$ cat config.mk
export PLATFORM = sky130hd
export DESIGN_NAME = addsub_pipe
export DESIGN_NICKNAME = d
export VERILOG_FILES = /design/src/rtl/addsub_pipe.sv
export SDC_FILE = /design/constraint.sdc
export NUM_CORES = 1
export LEC_CHECK = 0
export BUFFER_PORTS_ARGS = -buffer_cell sky130_fd_sc_hd__buf_2
export CAP_MARGIN = 20
export CELL_PAD_IN_SITES_DETAIL_PLACEMENT = 1
export CELL_PAD_IN_SITES_GLOBAL_PLACEMENT = 1
export CORE_ASPECT_RATIO = 0.8
export CORE_MARGIN = 2
export CORE_UTILIZATION = 30
export CTS_BUF_LIST = sky130_fd_sc_hd__clkbuf_16
export DETAILED_ROUTE_END_ITERATION = 12
export GPL_TIMING_DRIVEN = 1
export PLACE_DENSITY_LB_ADDON = 0.1
export SLEW_MARGIN = 20
export SYNTH_ARGS = -nofsm -noshare
export SYNTH_HDL_FRONTEND = slang
export SYNTH_SLANG_ARGS = --single-unit
export TNS_END_PERCENT = 10
$ cat constraint.sdc
create_clock -name clk -period 5.57 [get_ports clk]
set_clock_uncertainty 0.2 [all_clocks]
set_input_delay 1.114 -clock clk [delete_from_list [all_inputs] [get_ports clk]]
set_output_delay 1.114 -clock clk [all_outputs]
set_load 0.03 [all_outputs]
$ cat src/rtl/addsub_pipe.sv
// Pipelined two's-complement adder/subtractor: one CHUNK-bit slice resolved per stage,
// carry registered between stages, global stall driven by the output handshake.
module addsub_pipe #(
    parameter int WIDTH = 16,
    parameter int CHUNK = 4
) (
    input  logic             clk,
    input  logic             rst_n,
    input  logic             in_valid,
    output logic             in_ready,
    input  logic [WIDTH-1:0] a,
    input  logic [WIDTH-1:0] b,
    input  logic             mode,
    output logic             out_valid,
    input  logic             out_ready,
    output logic [WIDTH-1:0] sum,
    output logic             cout,
    output logic             ovf,
    output logic             zero
);

    localparam int STAGES = WIDTH / CHUNK;

    // Handshake: a token moves in on in_valid && in_ready and out on out_valid && out_ready.
    // Any unaccepted result freezes the whole pipe, so in_ready is simply !stall.
    logic stall;

    // Register 0 captures the operands (B already conditioned by mode, carry-in = mode);
    // register k holds the token after slice k-1 has been resolved; register STAGES is the output.
    logic [STAGES:0]    v;
    logic [WIDTH-1:0]   ra [0:STAGES-1];
    logic [WIDTH-1:0]   rb [0:STAGES-1];
    logic               rc [0:STAGES-1];
    logic [WIDTH-1:0]   rs [0:STAGES];

    logic [CHUNK:0]     t    [1:STAGES];
    logic [WIDTH-1:0]   rs_n [1:STAGES];
    logic               ovf_n;
    logic               zero_n;

    assign stall     = v[STAGES] && !out_ready;
    assign in_ready  = !stall;
    assign out_valid = v[STAGES];
    assign sum       = rs[STAGES];

    always_comb begin
        for (int k = 1; k <= STAGES; k++) begin
            t[k]    = {1'b0, ra[k-1][(k-1)*CHUNK +: CHUNK]}
                    + {1'b0, rb[k-1][(k-1)*CHUNK +: CHUNK]}
                    + (CHUNK+1)'(rc[k-1]);
            rs_n[k] = rs[k-1];
            rs_n[k][(k-1)*CHUNK +: CHUNK] = t[k][CHUNK-1:0];
        end
        ovf_n  = (ra[STAGES-1][WIDTH-1] == rb[STAGES-1][WIDTH-1])
              && (rs_n[STAGES][WIDTH-1] != ra[STAGES-1][WIDTH-1]);
        zero_n = (rs_n[STAGES] == '0);
    end

    always_ff @(posedge clk) begin
        if (!rst_n) begin
            v    <= '0;
            cout <= 1'b0;
            ovf  <= 1'b0;
            zero <= 1'b0;
            for (int k = 0; k < STAGES; k++) begin
                ra[k] <= '0;
                rb[k] <= '0;
                rc[k] <= 1'b0;
            end
            for (int k = 0; k <= STAGES; k++) begin
                rs[k] <= '0;
            end
        end else if (!stall) begin
            v[0]  <= in_valid;
            ra[0] <= a;
            rb[0] <= b ^ {WIDTH{mode}};
            rc[0] <= mode;
            for (int k = 1; k < STAGES; k++) begin
                v[k]  <= v[k-1];
                ra[k] <= ra[k-1];
                rb[k] <= rb[k-1];
                rc[k] <= t[k][CHUNK];
                rs[k] <= rs_n[k];
            end
            // Final slice: sum and flags are registered together as the output stage.
            v[STAGES]  <= v[STAGES-1];
            rs[STAGES] <= rs_n[STAGES];
            cout       <= t[STAGES][CHUNK];
            ovf        <= ovf_n;
            zero       <= zero_n;
        end
    end

endmodule

==> flow_metrics.py <==
metrics = {
    "sta": {
        "setup_tns_ns": 0,
        "setup_repair_after_global_routing_missed_its_margin": "false",
        "timing.final.ws_setup_ns": 2.17,
        "hold_violations": 0,
        "final-max-slew-violation-count": 0,
        "report.final.setup_viol": 0,
        "worst_tran_pin_value_ns": 0.961,
        "hold-worst-slack_ns": 0.265,
        "final_cycle_share_pct": 61.1,
        "finalWorstPathRequiredPeriod_ns": 3.40,
        "fmax_ghz": 0.294,
        "slew_headroom_pct": 36.0,
    },
    "yosys": {
        "synth.avg_cell_area_um2": 13.6,
        "syn_nets": 477,
        "postSynthCellCount": 420,
        "ys_ff_latch": 132,
        "yosys_warnings": 0,
        "synth.cell_area_mm2": 0.00573,
        "synth_sequential_area_ratio_pct": 67.2,
        "synth.distinct_cells": 31,
    },
    "critical_path": {
        "timing.critical_path.to_type": "output port",
        "slowest_stage_cell_cp": "nor2b_4",
        "critical_path.startpoint_type": "input port",
        "worstPathRequired_ns": 4.26,
        "timing.setup.critical_path_class": "in -> out",
        "max_stage_delay_ns": 0.32,
        "critical_path.max_fanout": 31,
        "data_arrival_time_of_the_worst_path_ns": 2.09,
        "chain_of_cells_forming_the_critical_path": "buf_2, nor2b_4, inv_2, buf_2",
        "timing.critical_path.mode_cell": "buf_2",
    },
    "drt": {
        "detailed_route_wire_length_per_cell_um": 15.0,
        "post-route-drc-count": 0,
        "m1WireLength_um": 5350,
        "met3_length_um": 348,
        "viasPerCell": 4.33,
        "drt-total-wl_um": 10900,
        "top_metal_used": "met4",
        "antenna_viol_nets_final": 0,
        "via_count": 3154,
        "wl_met2_um": 5080,
        "detailedRoute.firstPassIterationCount": 4,
        "drt_iter0_markers": 123,
    },
    "power_and_ir_drop": {
        "power-per-cell-area_mw_per_mm2": 339,
        "clock_network_fraction_of_design_power_pct": 43.3,
        "power_switching_w": 0.000473,
        "power.share.combinational_pct": 5.7,
        "switching_share_pct": 21.0,
        "peakVddDrop_mv": 0.153,
        "power.static_leakage_nw": 3.03,
        "internal-power_w": 0.00178,
        "seqPwrFrac_pct": 51.0,
    },
    "clock_tree": {
        "cell_at_the_root_of_the_clock_tree": "clkbuf_16",
        "clkSinkCount": 132,
        "numCtsBuffers": 17,
        "cts_resized": 0,
        "clock_pin_slew_worst_setup_and_hold_paths_ns": 0.06,
        "cts_tree": "yes",
        "postCtsSetupRepairBufs": 0,
        "worstSkewPairLatency_ns": 0.41,
        "htreeDepth": 4,
        "post_cts_hold_buffer_count": 0,
        "clock_tree_buf_depth": 2,
    },
    "floorplanning": {
        "initial_core_util_pct": 30.4,
        "die-height_um": 128,
        "top_level_ports": 58,
        "design.core.area_mm2": 0.0189,
        "row_count": 45,
        "dieWidth_um": 159,
        "fp.dieArea_mm2": 0.0202,
    },
    "grt": {
        "grt_antenna_before_repair": 0,
        "grt_start_max_net_pins": 74,
        "via_count_of_the_first_global_routing_pass": 3287,
        "grt_util_all_layers_pct": 11.5,
        "globalRouteOverflowTotal": 0,
        "grt_first_pass_wirelength_um": 17400,
    },
    "placement": {
        "post-dp-hpwl_um": 7010,
        "port_buffers": 57,
        "placed_cell_area_mm2": 0.00615,
        "gpl.final_weighted_congestion": 0.711,
        "pre_cts_ws_ns": 1.92,
    },
    "final_layout": {
        "mostFrequentLayoutCells": "edfxtp_1, and3_1, buf_2",
        "areaGrowthSynthToFinish_pct": 16.2,
        "fraction_of_final_layout_cells_with_drive_strength_greater_than_1_pct": 19.1,
        "final_cell_area_mm2": 0.00666,
        "final.fill_count": 2001,
        "utilization_pct": 35.3,
        "final_net_count": 514,
        "layout.cells.most_common": "edfxtp_1",
        "insertedDiodeCount": 0,
    },
    "worst_hold_path": {
        "hold_path_class": "reg -> reg",
    },
    "run_status": {
        "outcome": "completed",
    },
    "run": {
        "max_cap_viol_count": 0,
    },
}
[metrics by stage]
stage               power, W  instances
floorplan            0.00126        420
global placement     0.00130        696
detailed placement   0.00130        696
CTS                  0.00229        728
global route         0.00235        728
finish               0.00225        728
[layout make-up]
class                   instances  area [um2]  area share (%)
clock buffers                  17         425            6.39
clock inverters                15        90.1            1.35
inverters                      20        75.1            1.13
multi-input cells             224        1560            23.4
flip-flops and latches        132        3850            57.9
well taps                     258         323            4.85
repair buffers                 62         335            5.03
[power by group through the flow]
| stage | combinational [W] | clock (W) | sequential [W] |
|---|---|---|---|
| after floorplan | 0.0000916 | 0 | 0.00116 |
| after global placement | 0.000129 | 0 | 0.00117 |
| after detailed placement | 0.000132 | 0 | 0.00117 |
| after CTS | 0.000133 | 0.00101 | 0.00115 |
| after global routing | 0.000146 | 0.00105 | 0.00115 |
| final | 0.000128 | 0.000977 | 0.00115 |
[per-layer routing]
layer,GRT usage [%],vias to the layer above
met4,4.61,0
li1,-,1563
met2,18.1,53
met3,3.46,8
met5,0,-
met1,15.0,1530
[cell usage after synthesis (all sizes together)]
library cell	number	area share [%]
nor3b	3	0.39
fa	8	2.8
xnor2	18	2.7
dfxtp	11	3.8
ha	12	2.6
clkbuf	19	1.4
xor2	1	0.15
nor2b	10	1.2
a21o	2	0.26
o21ai	10	0.87
nor2	26	1.7
edfxtp	121	63
nand4	1	0.11
nor3	6	0.52
inv	20	1.3
and3	90	9.8
o31ai	1	0.22
and2	2	0.24
nand3b	1	0.13
buf	25	3.0
o21a	1	0.13
nand2	13	0.85
nor4	3	0.33
nand3	2	0.17
a21oi	6	0.72
a21boi	8	1.0
[worst max-delay path: cells and delay by family]
family	cells	cell delay, ns
buf+inv	3	0.65
simple gates	1	0.32
[final timing paths]
path | from | slack [ns] | to | cells past startpoint
worst min-delay path | v[1] | 0.26 | v[1] | 2
worst max register to register | rc[3] | 3.30 | zero | 5
worst min register to register | v[1] | 0.26 | v[1] | 2
worst max-delay path | out_ready | 2.17 | in_ready | 4
[kinds of logic (layout without fill, tap and decap cells)]
| logic type | count (synthesis) | count (layout) | synth area share, % |
|---|---|---|---|
| adder cells (fa/ha/maj) | 20 | 20 | 5.41 |
| flip-flops | 132 | 132 | 67.2 |
| AO/OA/AOI/OAI | 28 | 28 | 3.25 |
| AND/OR/NAND/NOR | 157 | 157 | 15.5 |
| buffers and inverters | 64 | 114 | 5.72 |
| XOR/XNOR | 19 | 19 | 2.90 |
[state kept, by name, summed over array words and instances, names as in the netlist]
| name | count |
|---|---|
| rs | 40 |
| v | 5 |
| cout | 1 |
| rb | 40 |
| rc | 4 |
| zero | 1 |
| ovf | 1 |
| ra | 40 |
Power figures use the tool's default switching activity.
